===== config.mk =====
export PLATFORM = sky130hd
export DESIGN_NAME = alu_sequencer_flat
export DESIGN_NICKNAME = d
export VERILOG_FILES = /design/src/rtl/alu_sequencer_if.sv /design/src/rtl/alu_sequencer.sv /design/src/flat_wrapper.sv
export SDC_FILE = /design/constraint.sdc
export NUM_CORES = 1
export LEC_CHECK = 0
export ABC_CLOCK_PERIOD_IN_PS = 2610
export CORE_MARGIN = 2
export CORE_UTILIZATION = 56
export CTS_BUF_LIST = sky130_fd_sc_hd__clkbuf_4
export DETAILED_ROUTE_END_ITERATION = 8
export GPL_ROUTABILITY_DRIVEN = 0
export GPL_TIMING_DRIVEN = 0
export PLACE_DENSITY = 0.84
export SYNTH_ARGS = -nofsm -noshare
export SYNTH_HDL_FRONTEND = slang
export SYNTH_SLANG_ARGS = --single-unit

===== constraint.sdc =====
create_clock -name clk -period 2.61 [get_ports clk]
set_input_delay 0.522 -clock clk [delete_from_list [all_inputs] [get_ports clk]]
set_output_delay 0.522 -clock clk [all_outputs]
set_load 0.05 [all_outputs]

===== src/rtl/alu_sequencer_if.sv =====
// Instruction handshake between an instruction source and the ALU sequencer.
// The source holds the instruction fields stable while InValid is high and InReady is low.
interface alu_sequencer_if;
    logic       InValid;
    logic       InReady;
    logic [3:0] InOp;
    logic [1:0] InRd;
    logic [1:0] InRs1;
    logic [1:0] InRs2;
    logic [7:0] InImm;

    modport master (output InValid, InOp, InRd, InRs1, InRs2, InImm, input InReady);
    modport slave  (input InValid, InOp, InRd, InRs1, InRs2, InImm, output InReady);
endinterface


===== src/rtl/alu_sequencer.sv =====
// Sequences one instruction at a time through an external combinational ALU:
// IDLE -> READ -> EXEC -> WRITE, with a 4-entry register file and sticky Z/N/C flags.
module alu_sequencer #(
    parameter int NREGS = 4,
    parameter int WIDTH = 8
) (
    input  logic             clk,
    input  logic             rst,
    alu_sequencer_if.slave   in_if,
    output logic [WIDTH-1:0] AluOperand1,
    output logic [WIDTH-1:0] AluOperand2,
    output logic [3:0]       AluMode,
    input  logic [WIDTH-1:0] AluOut,
    output logic             Done,
    output logic             Err,
    output logic             FlagZ,
    output logic             FlagN,
    output logic             FlagC,
    input  logic [1:0]       DbgAddr,
    output logic [WIDTH-1:0] DbgData
);
    localparam logic [3:0] OP_ADD   = 4'd0;
    localparam logic [3:0] OP_SUB   = 4'd1;
    localparam logic [3:0] OP_NOT   = 4'd4;
    localparam logic [3:0] OP_LOADI = 4'd5;

    typedef enum logic [1:0] {IDLE, READ, EXEC, WRITE} state_t;

    state_t           state_q;
    logic [WIDTH-1:0] regs_q [NREGS];
    logic [3:0]       op_q;
    logic [1:0]       rd_q, rs1_q, rs2_q;
    logic [WIDTH-1:0] imm_q, result_q, opnd1_q, opnd2_q;
    logic [3:0]       mode_q;
    logic             ready_q, done_q, err_q;
    logic             flag_z_q, flag_n_q, flag_c_q;

    logic             is_alu, is_loadi, is_legal;
    logic [WIDTH:0]   sum;
    logic             carry_d;

    assign is_alu   = (op_q <= OP_NOT);
    assign is_loadi = (op_q == OP_LOADI);
    assign is_legal = (op_q <= OP_LOADI);
    assign sum      = {1'b0, opnd1_q} + {1'b0, opnd2_q};

    // Operand registers hold their EXEC values through WRITE, so the carry is taken from them.
    always_comb begin
        carry_d = 1'b0;
        case (op_q)
            OP_ADD:  carry_d = sum[WIDTH];
            OP_SUB:  carry_d = (opnd1_q < opnd2_q);
            default: carry_d = 1'b0;
        endcase
    end

    always_ff @(posedge clk) begin
        if (rst) begin
            state_q  <= IDLE;
            for (int i = 0; i < NREGS; i++) regs_q[i] <= '0;
            op_q     <= '0;
            rd_q     <= '0;
            rs1_q    <= '0;
            rs2_q    <= '0;
            imm_q    <= '0;
            result_q <= '0;
            opnd1_q  <= '0;
            opnd2_q  <= '0;
            mode_q   <= '0;
            ready_q  <= 1'b1;
            done_q   <= 1'b0;
            err_q    <= 1'b0;
            flag_z_q <= 1'b0;
            flag_n_q <= 1'b0;
            flag_c_q <= 1'b0;
        end else begin
            case (state_q)
                IDLE: begin
                    if (in_if.InValid && ready_q) begin
                        op_q    <= in_if.InOp;
                        rd_q    <= in_if.InRd;
                        rs1_q   <= in_if.InRs1;
                        rs2_q   <= in_if.InRs2;
                        imm_q   <= in_if.InImm;
                        ready_q <= 1'b0;
                        state_q <= READ;
                    end
                end
                READ: begin
                    opnd1_q <= is_alu ? regs_q[rs1_q] : '0;
                    opnd2_q <= is_alu ? regs_q[rs2_q] : '0;
                    mode_q  <= is_alu ? op_q : 4'd0;
                    state_q <= EXEC;
                end
                EXEC: begin
                    result_q <= is_loadi ? imm_q : AluOut;
                    done_q   <= 1'b1;
                    err_q    <= !is_legal;
                    state_q  <= WRITE;
                end
                WRITE: begin
                    if (is_legal) regs_q[rd_q] <= result_q;
                    if (is_alu) begin
                        flag_z_q <= (result_q == '0);
                        flag_n_q <= result_q[WIDTH-1];
                        flag_c_q <= carry_d;
                    end
                    done_q  <= 1'b0;
                    err_q   <= 1'b0;
                    ready_q <= 1'b1;
                    state_q <= IDLE;
                end
                default: state_q <= IDLE;
            endcase
        end
    end

    assign in_if.InReady = ready_q;
    assign AluOperand1   = opnd1_q;
    assign AluOperand2   = opnd2_q;
    assign AluMode       = mode_q;
    assign Done          = done_q;
    assign Err           = err_q;
    assign FlagZ         = flag_z_q;
    assign FlagN         = flag_n_q;
    assign FlagC         = flag_c_q;
    assign DbgData       = regs_q[DbgAddr];
endmodule


===== src/flat_wrapper.sv =====
// flat-port wrapper written by rule: the top's interface ports become plain ports
module alu_sequencer_flat 
#(
    parameter int NREGS = 4,
    parameter int WIDTH = 8
)
  (clk, rst, AluOperand1, AluOperand2, AluMode, AluOut, Done, Err, FlagZ, FlagN, FlagC, DbgAddr, DbgData, in_if_InValid, in_if_InOp, in_if_InRd, in_if_InRs1, in_if_InRs2, in_if_InImm, in_if_InReady);
  alu_sequencer_if in_if_i ();
  input  logic clk;
  input  logic rst;
  output logic [WIDTH-1:0] AluOperand1;
  output logic [WIDTH-1:0] AluOperand2;
  output logic [3:0] AluMode;
  input  logic [WIDTH-1:0] AluOut;
  output logic Done;
  output logic Err;
  output logic FlagZ;
  output logic FlagN;
  output logic FlagC;
  input  logic [1:0] DbgAddr;
  output logic [WIDTH-1:0] DbgData;
  input wire logic [$bits(in_if_i.InValid)-1:0] in_if_InValid;
  input wire logic [$bits(in_if_i.InOp)-1:0] in_if_InOp;
  input wire logic [$bits(in_if_i.InRd)-1:0] in_if_InRd;
  input wire logic [$bits(in_if_i.InRs1)-1:0] in_if_InRs1;
  input wire logic [$bits(in_if_i.InRs2)-1:0] in_if_InRs2;
  input wire logic [$bits(in_if_i.InImm)-1:0] in_if_InImm;
  output wire logic [$bits(in_if_i.InReady)-1:0] in_if_InReady;
  assign in_if_i.InValid = in_if_InValid;
  assign in_if_i.InOp = in_if_InOp;
  assign in_if_i.InRd = in_if_InRd;
  assign in_if_i.InRs1 = in_if_InRs1;
  assign in_if_i.InRs2 = in_if_InRs2;
  assign in_if_i.InImm = in_if_InImm;
  assign in_if_InReady = in_if_i.InReady;
  alu_sequencer #(.NREGS(NREGS), .WIDTH(WIDTH)) u_core (.clk(clk), .rst(rst), .in_if(in_if_i), .AluOperand1(AluOperand1), .AluOperand2(AluOperand2), .AluMode(AluMode), .AluOut(AluOut), .Done(Done), .Err(Err), .FlagZ(FlagZ), .FlagN(FlagN), .FlagC(FlagC), .DbgAddr(DbgAddr), .DbgData(DbgData));
endmodule

==> results of run 1 <==
==> Yosys cell counts (2+ instances only) <==
cell | number | area [um^2]
buf_1 | 5 | 18.8
ha_1 | 18 | 225
clkbuf_1 | 12 | 45.0
a21oi_1 | 34 | 170
nand2b_1 | 6 | 37.5
buf_2 | 9 | 45.0
a2bb2oi_1 | 7 | 61.3
nor4_1 | 2 | 12.5
dfxtp_1 | 58 | 1160
a211oi_1 | 9 | 67.6
edfxtp_1 | 32 | 961
nand2_1 | 40 | 150
a311oi_1 | 2 | 17.5
and3b_1 | 3 | 26.3
mux2i_1 | 9 | 90.1
nor2_1 | 35 | 131
inv_1 | 12 | 45.0
nor2b_1 | 15 | 93.8
or2_2 | 2 | 12.5
mux4_2 | 24 | 541
o21ai_0 | 2 | 10.0
and2_1 | 32 | 200
nand3_1 | 3 | 15.0
nor3_1 | 2 | 10.0
==> metrics by stage <==
stage | power (uW) | hold WS [ns] | util (%) | cell area, um^2
2_1_floorplan | 2950 | 0.436 | - | 4360
3_3_place_gp | 3340 | 0.441 | 66.6 | 5090
3_5_place_dp | 3400 | 0.448 | 66.6 | 5090
4_1_cts | 4220 | 0.465 | 68.6 | 5240
5_1_grt | 4470 | 0.490 | 68.6 | 5250
6_report | 4210 | 0.462 | 68.6 | 5250
==> final timing paths <==
check                               startpoint                                 to  slack, ns  depth (start not counted)
max          u_core.regs_q[2][5]$_SDFFCE_PN0P_                         DbgData[5]       0.25                          2
min               u_core.imm_q[6]$_SDFFE_PP0P_       u_core.imm_q[6]$_SDFFE_PP0P_       0.46                          2
max reg2reg     u_core.state_q[1]$_SDFFE_PP0P_  u_core.regs_q[2][1]$_SDFFCE_PN0P_       0.39                          7
min reg2reg       u_core.imm_q[6]$_SDFFE_PP0P_       u_core.imm_q[6]$_SDFFE_PP0P_       0.46                          2
==> power groups by stage <==
stage | combinational, uW | sequential [uW] | clock (uW)
floorplan | 880 | 2070 | 0
global placement | 1480 | 1870 | 0
detailed placement | 1520 | 1880 | 0
CTS | 1520 | 1850 | 854
global route | 1660 | 1890 | 918
finish | 1510 | 1850 | 847
==> tightest hold or removal path, cell delays in order (launching register included) <==
cell	delay [ns]
dfxtp_1	0.33
nand2_1	0.05
a21oi_1	0.05
==> logic make-up after synthesis <==
family,Yosys count
mux,33
flops,90
simple gates,149
compound gates,65
fa+ha+maj,18
buf+inv,40
==> state kept, by name, summed over array words and instances (netlist names), 4 cells and up, named ones only <==
signal,flops
u_core.regs_q,32
u_core.op_q,4
u_core.AluOperand2,8
u_core.result_q,8
u_core.AluMode,4
u_core.AluOperand1,8
u_core.imm_q,8
==> layout make-up <==
type                       instances  area [um^2]
multi-input combinational        265         2060
buffer                            28          128
timing repair buffer              61          608
sequential                        90         2120
fill                             547         2400
clock buffer                      10         75.1
inverter                          12         45.0
clock inverter                     6         82.6
tap                              102          128
==> layer usage <==
layer  routed length, um  GRT usage (%)
met1                3650           27.2
met2                4510           40.1
met3                 490           5.42
met4                 133           8.58
met5                   0              0
==> flow_metrics.tcl, run 1 <==
set metrics [dict create \
    vias_per_cell 5.48 \
    synth_mux_area_share_pct 14.5 \
    grt_pass1_vias 3152 \
    crit_buf_inv 1 \
    final_common_cell "dfxtp_1" \
    htreeDepth 3 \
    seq_area_frac_synth_pct 48.7 \
    power_density_nw_per_um2 802 \
    wirelength_um 8780 \
    critPathTopFamily "multiplexers" \
    pre_cts_ws_ns 0.0220 \
    syn_inst 395 \
    maxCapViolCount 0 \
    drv_slew 0 \
    p_seq_share_pct 43.9 \
    yosys_most_used_dff "dfxtp_1" \
    antenna_found_initial 0 \
    worstSetupEndpointType "primary output" \
    max_clock_freq_mhz 424 \
    path_class "flop to primary output" \
    status "finished, final reports clean" \
    cts_resized 6 \
    fin_cells 574 \
    syn-cell-area_um2 4360 \
    path_cells "mux4_2 > dlygate4sd2_1" \
    drive_gt1_share_pct 12.5 \
    avgSynthCellArea_um2 11.0 \
    synth-simple-area-share_pct 17.8 \
    min_period_over_period_pct 90.3 \
    post-cts-setup-buffer-count 0 \
    clock-root-buffer "clkbuf_4" \
    p_leak_uw 0.00197 \
    power.internal_uw 2670 \
    areaGrowthSynthToFinish_pct 20.5 \
    die_area_um2 8500 \
    start_kind "flop" \
    switchingPower_uw 1540 \
    ir_drop_mv 0.637 \
    ys_ff_latch 90 \
    cp_max_fo 3 \
    rows 32 \
    cts_buffers 9 \
    netSwitchingFraction_pct 36.7 \
    vias 3148 \
    holdBufCountCts 0 \
    layout_setup_ws_ns 0.253 \
    cts_sinks 90 \
    pwr-share-comb_pct 36.0 \
    layout.nets 516 \
    hold_viol_final 0 \
    rsz0062_at_grt "no" \
    synth-adder-area-share_pct 5.17 \
    start_util_pct 57.0 \
    drtAntennaViolNets 0 \
    synth-compound-area-share_pct 9.85 \
    crit_arrival_ns 1.83 \
    yosys_warnings 0 \
    mostFrequentLayoutCells "58 x dfxtp_1, 53 x clkdlybuf4s50_1, 40 x nand2_1" \
    wl_per_cell_um 15.3 \
    num_io_pins 65 \
    worstHoldPathType "flop to flop" \
    num_antenna_cells 0 \
    dp.cells 558 \
    pwr-share-clk_pct 20.1 \
    cts_buffer_depth 2 \
    crit_slowest_cell "mux4_2" \
    synth.distinct_cells 46 \
    grt_pass1_wl_um 15000 \
    fin_skew_ns 0.0305 \
    tightest_slew_ns 0.611 \
    synth_xor_area_share_pct 0 \
    path_clk_slew_ns 0.13 \
    hpwl_um 6900 \
    drc 0 \
    drtPass1Iterations 4 \
    async_flop_share_pct 0 \
    die_w_um 92.2 \
    setup_viol 0 \
    grt_max_degree 16 \
    insertion_delay_ns 0.44 \
    die_h_um 92.2 \
    critPathMaxStageDelay_ns 0.51 \
    port_buffers 61 \
    syn_nets 444 \
    cts_tree "done" \
    cp.required_ns 2.09 \
    grt.overflow.total 0 \
    grt_util_all_layers_pct 22.8 \
    synth_top_family_by_area "simple AND/OR/NAND/NOR gates" \
    synth-edff-count 32 \
    slew_headroom_pct 59.3 \
    tns_ns 0 \
    core_um2 7650 \
    drt-initial-drc-count 150 \
    finalCriticalPeriod_ns 2.36 \
]
Note: power is estimated with default switching activity, not from simulation.
==> run 2: changes to the inputs <==
--- a/config.mk
+++ b/config.mk
@@ -6,6 +6,7 @@
 export NUM_CORES = 1
 export LEC_CHECK = 0
 export ABC_CLOCK_PERIOD_IN_PS = 2610
+export CAP_MARGIN = 40
 export CORE_MARGIN = 2
 export CORE_UTILIZATION = 56
 export CTS_BUF_LIST = sky130_fd_sc_hd__clkbuf_4
==> results of run 2 <==
No change in the layout: final DEF, timing and power equal those of run 1.
==> run 3: changes to the inputs <==
--- a/config.mk
+++ b/config.mk
@@ -13,7 +13,7 @@
 export DETAILED_ROUTE_END_ITERATION = 8
 export GPL_ROUTABILITY_DRIVEN = 0
 export GPL_TIMING_DRIVEN = 0
-export PLACE_DENSITY = 0.84
+export PLACE_DENSITY = 0.86
 export SYNTH_ARGS = -nofsm -noshare
 export SYNTH_HDL_FRONTEND = slang
 export SYNTH_SLANG_ARGS = --single-unit
==> run 3 against run 2 <==
Die area unchanged; setup slack worse by 0.024 ns; sequential cell count unchanged; combinational power about the same; largest cell class unchanged.
==> flow_metrics.tcl, run 3 (same netlist as run 1, synthesis figures left out) <==
set metrics [dict create \
    status "finished, final reports clean" \
    critPathMaxStageDelay_ns 0.51 \
    hold_path_depth 2 \
    reg2regPathDepth 7 \
    grt_pass1_wl_um 15100 \
    cp_max_fo 3 \
    fin_cells 574 \
    crit_arrival_ns 1.86 \
    holdBufCountCts 0 \
    dp.cells 558 \
    fin_skew_ns 0.0112 \
    cp-startpoint "u_core.regs_q[2][2]$_SDFFCE_PN0P_" \
    start_kind "flop" \
    antenna_found_initial 0 \
    grt_pass1_vias 3200 \
    tightest_slew_ns 0.640 \
    r2r_start "u_core.state_q[1]$_SDFFE_PP0P_" \
    worstHoldPathType "flop to flop" \
    critPathTopFamily "multiplexers" \
    drc 0 \
    slew_headroom_pct 57.4 \
    path_class "flop to primary output" \
    hold_viol_final 0 \
    tns_ns 0 \
    rsz0062_at_grt "no" \
    final_common_cell "dfxtp_1" \
    r2r_slack_ns 0.46 \
    grt_util_all_layers_pct 22.7 \
    htreeDepth 3 \
    wirelength_um 9100 \
    vias_per_cell 5.56 \
    cts_sinks 90 \
    crit_slowest_cell "mux4_2" \
    cts_buffer_depth 2 \
    cts_resized 7 \
    drv_slew 0 \
    worstSetupEndpointType "primary output" \
    vias 3193 \
    num_antenna_cells 0 \
    cts_tree "done" \
    wl_per_cell_um 15.8 \
    cp.depth 2 \
    drtPass1Iterations 6 \
    crit_buf_inv 1 \
    post-cts-setup-buffer-count 0 \
    setup_viol 0 \
    start_util_pct 57.0 \
    cts_buffers 9 \
    die_h_um 92.2 \
    p_leak_uw 0.00195 \
    drive_gt1_share_pct 12.5 \
    drtAntennaViolNets 0 \
    clock-root-buffer "clkbuf_4" \
    largest_reg_flops 32 \
    max_flop_register "u_core.regs_q" \
    die_area_um2 8500 \
    min_period_over_period_pct 91.2 \
    insertion_delay_ns 0.42 \
    ir_drop_mv 0.509 \
    path_cells "mux4_2 > dlygate4sd2_1" \
    hpwl_um 7140 \
    layout.nets 516 \
    max_clock_freq_mhz 420 \
    drt-initial-drc-count 113 \
    mostFrequentLayoutCells "58 x dfxtp_1, 53 x clkdlybuf4s50_1, 40 x nand2_1" \
    cp.required_ns 2.09 \
    port_buffers 61 \
    areaGrowthSynthToFinish_pct 19.9 \
    grt_max_degree 15 \
    finalCriticalPeriod_ns 2.38 \
    path_clk_slew_ns 0.13 \
    min_from "u_core.imm_q[3]$_SDFFE_PP0P_" \
    die_w_um 92.2 \
    num_io_pins 65 \
    grt.overflow.total 0 \
    power_density_nw_per_um2 790 \
    maxCapViolCount 0 \
    rows 32 \
    core_um2 7650 \
]
[run 3: path summary, 6_finish.rpt]
kind,endpoint
worst max-delay path,DbgData[2]
worst min-delay path,u_core.imm_q[3]$_SDFFE_PP0P_
worst max register to register,u_core.regs_q[2][4]$_SDFFCE_PN0P_
worst min register to register,u_core.imm_q[3]$_SDFFE_PP0P_
[run 3: worst min-delay path, cell delays in order, from the launching register on]
cell and delay (ns):
dfxtp_1 0.33, nand2_1 0.05, a21oi_1 0.05
[run 3: per-layer routing]
metal  vias to the layer above  share of wire (%)  GRT usage [%]
li1                       1550                  -              -
met3                        20                5.8           3.70
met1                      1505                 41           27.5
met4                         0                2.3           10.1
met5                         -                  0              0
met2                       118                 51           39.7
[run 3: power by group]
part	internal, uW	switching [uW]
clock	298	449
combinational	611	913
sequential	1660	191
total	2570	1550
[run 3: through the flow]
stage	cell area (um^2)	total power, uW	hold slack (ns)	setup slack (ns)	utilization, %
2_1_floorplan	4360	2950	0.436	0.467	-
3_3_place_gp	5090	3340	0.441	0.0378	66.6
3_5_place_dp	5090	3410	0.447	0.00158	66.6
4_1_cts	5220	4130	0.465	0.00211	68.2
5_1_grt	5220	4350	0.492	0.173	68.3
6_report	5220	4120	0.467	0.229	68.3
[run 3: layout make-up]
class,instances,area (um^2)
tap,102,128
timing repair buffer,61,604
fill,595,2430
buffer,28,128
sequential,90,2120
clock inverter,6,57.6
inverter,12,45.0
multi-input combinational,265,2060
clock buffer,10,75.1
==> edit (config.mk and constraints of run 3) <==
Reset style: asynchronous (`rst`), changed in one clocked block.
--- a/src/rtl/alu_sequencer.sv
+++ b/src/rtl/alu_sequencer.sv
@@ -55,5 +55,5 @@
     end
 
-    always_ff @(posedge clk) begin
+    always_ff @(posedge clk or posedge rst) begin
         if (rst) begin
             state_q  <= IDLE;
Check against the original RTL: differs if rst is asserted again (counterexample within 4 cycles, from zero or initial values and one cycle with rst high); with rst held inactive, the same outputs for 4 cycles.
==> edit against run 3 <==
Routed wire length is 4.9% lower. Cell area is 0.60% higher. Worst setup slack better by 0.049 ns. Register-to-register slack better by 0.11 ns. Critical endpoint is now in_if_InReady. Critical path type unchanged. Synthesized area is 0.69% lower. Global-route usage is 0.42 points lower. Sequential cell count is 4 lower. Highest routed layer unchanged.
Power is not compared: it rests on default switching activity, and its combinational part moved more than twofold at a synthesized area within 25%.
==> edit: results (changes against run 3) <==
- The count of inverters not on the clock network in the layout came to 44 (+32).
- The ratio of cells with drive above 1 in the final layout came to 0.2549 (+0.1299).
* Count of clock-net buffers in the final layout: 11 (+1)
- The top fanout value on the critical path is 4 (+1).
* Most used flip-flop cell after synthesis: sky130_fd_sc_hd__dfrtp_1
- Data buffer area share: 0.1380 (-0.002265)
* GRT Overall Usage: 0.2223 (-0.004237)
- Clk tree area frac: 0.02526 (-0.0001513)
- Delay of the slowest cell on the worst path: 0.80 ns (+0.29 ns)
* Post-synthesis cell type count: 35 (-24%)
- The sequential cell area came to 2153 um^2 (+1.5%).
- Die extent in x: 91.89 um (-0.33%)
- The worst register-to-register path begins at u_core.state_q[0].
- Vias per std cell: 5.611 (+0.87%)
- The multi-input combinational cell area was 1944 um^2 (-5.6%).
- Number of buffers other than clock buffers in the final layout: 77 (-13%)
- Sorting the synthesized cells by area gives the leading types as sky130_fd_sc_hd__dfrtp_1, sky130_fd_sc_hd__mux2_2, sky130_fd_sc_hd__mux4_2.
- Sequential area share after synthesis: 0.4978 (+0.01061)
- The worst-case clock skew came to 0.01211 ns (+0.0009596 ns).
- The count of multi-input gates is 189 (-29%).
- The via count of the first global-routing pass is 2911 (-9.0%).
- Largest net degree at the start of global routing: 32 (+17)
- Result of the run: finished, final reports clean
* Layout sequential cell count: 86 (-4.4%)
- Filler Cells Inserted: 566 (-4.9%)
- The filler-free cell count of the finished design came to 514 (-10%).
- The number of input and output port buffers inserted was 62 (+1.6%).
- Final #Nets: 456 (-12%)
* Drt first-iter violations: 185 (+64%)
- The slowest stage of the critical path belongs to the cell sky130_fd_sc_hd__clkdlybuf4s50_1.
- Mean area per synthesized cell: 13.03 um^2 (+18%)
* Placement Setup Slack: -0.008708 ns (-0.01029 ns)
* DP Cell Count: 498 (-11%)
- Among cell families on the critical path, the largest total delay comes from buffers and inverters.
- Tracing the worst setup path back leads to its startpoint at u_core.in_if.InReady.
- Worst setup endpoint: in_if_InReady
## edit: cell types whose count changed in the layout (fill, tap and decap cells not counted), moves of 12 or more
cell                              run 3  this run
sky130_fd_sc_hd__a21oi_1             34        10
sky130_fd_sc_hd__mux2_2               0        51
sky130_fd_sc_hd__nor2_1              35        16
sky130_fd_sc_hd__nor2b_1             15         3
sky130_fd_sc_hd__and2_1              32         0
sky130_fd_sc_hd__o22ai_1              1        19
sky130_fd_sc_hd__inv_1               12        42
sky130_fd_sc_hd__edfxtp_1            32         0
sky130_fd_sc_hd__dfxtp_1             58         0
sky130_fd_sc_hd__nand2_1             40         9
sky130_fd_sc_hd__dfrtp_1              0        85
## edit: worst min-delay path by stage
| stage | to | slack [ns] | cells after the start |
|---|---|---|---|
| 2_1_floorplan | u_core.imm_q[7] | 0.48 | 1 |
| 3_3_place_gp | u_core.AluMode[3] | 0.48 | 1 |
| 3_5_place_dp | u_core.AluMode[3] | 0.49 | 1 |
| 4_1_cts | u_core.AluMode[3] | 0.52 | 1 |
| 5_1_grt | u_core.AluMode[3] | 0.54 | 1 |
| 6_report | u_core.AluMode[3] | 0.51 | 1 |
## edit: cells by family after synthesis
kind of cell | Yosys count | share of synthesized area
buffers and inverters | 57 | 0.05264
and+or+nand+nor | 44 | 0.05785
DFF | 86 | 0.4978
muxes | 83 | 0.2763
adders and majority gates | 18 | 0.05207
AOI/OAI and AO/OA | 44 | 0.06335
## edit: metal layers
layer | vias to the layer above | global-route usage | part of all wire
li1 | 1354 | - | -
met3 | 13 | 0.02958 | 0.042
met4 | 0 | 0.08458 | 0.015
met5 | - | 0 | 0
met2 | 86 | 0.3738 | 0.50
met1 | 1431 | 0.2979 | 0.45
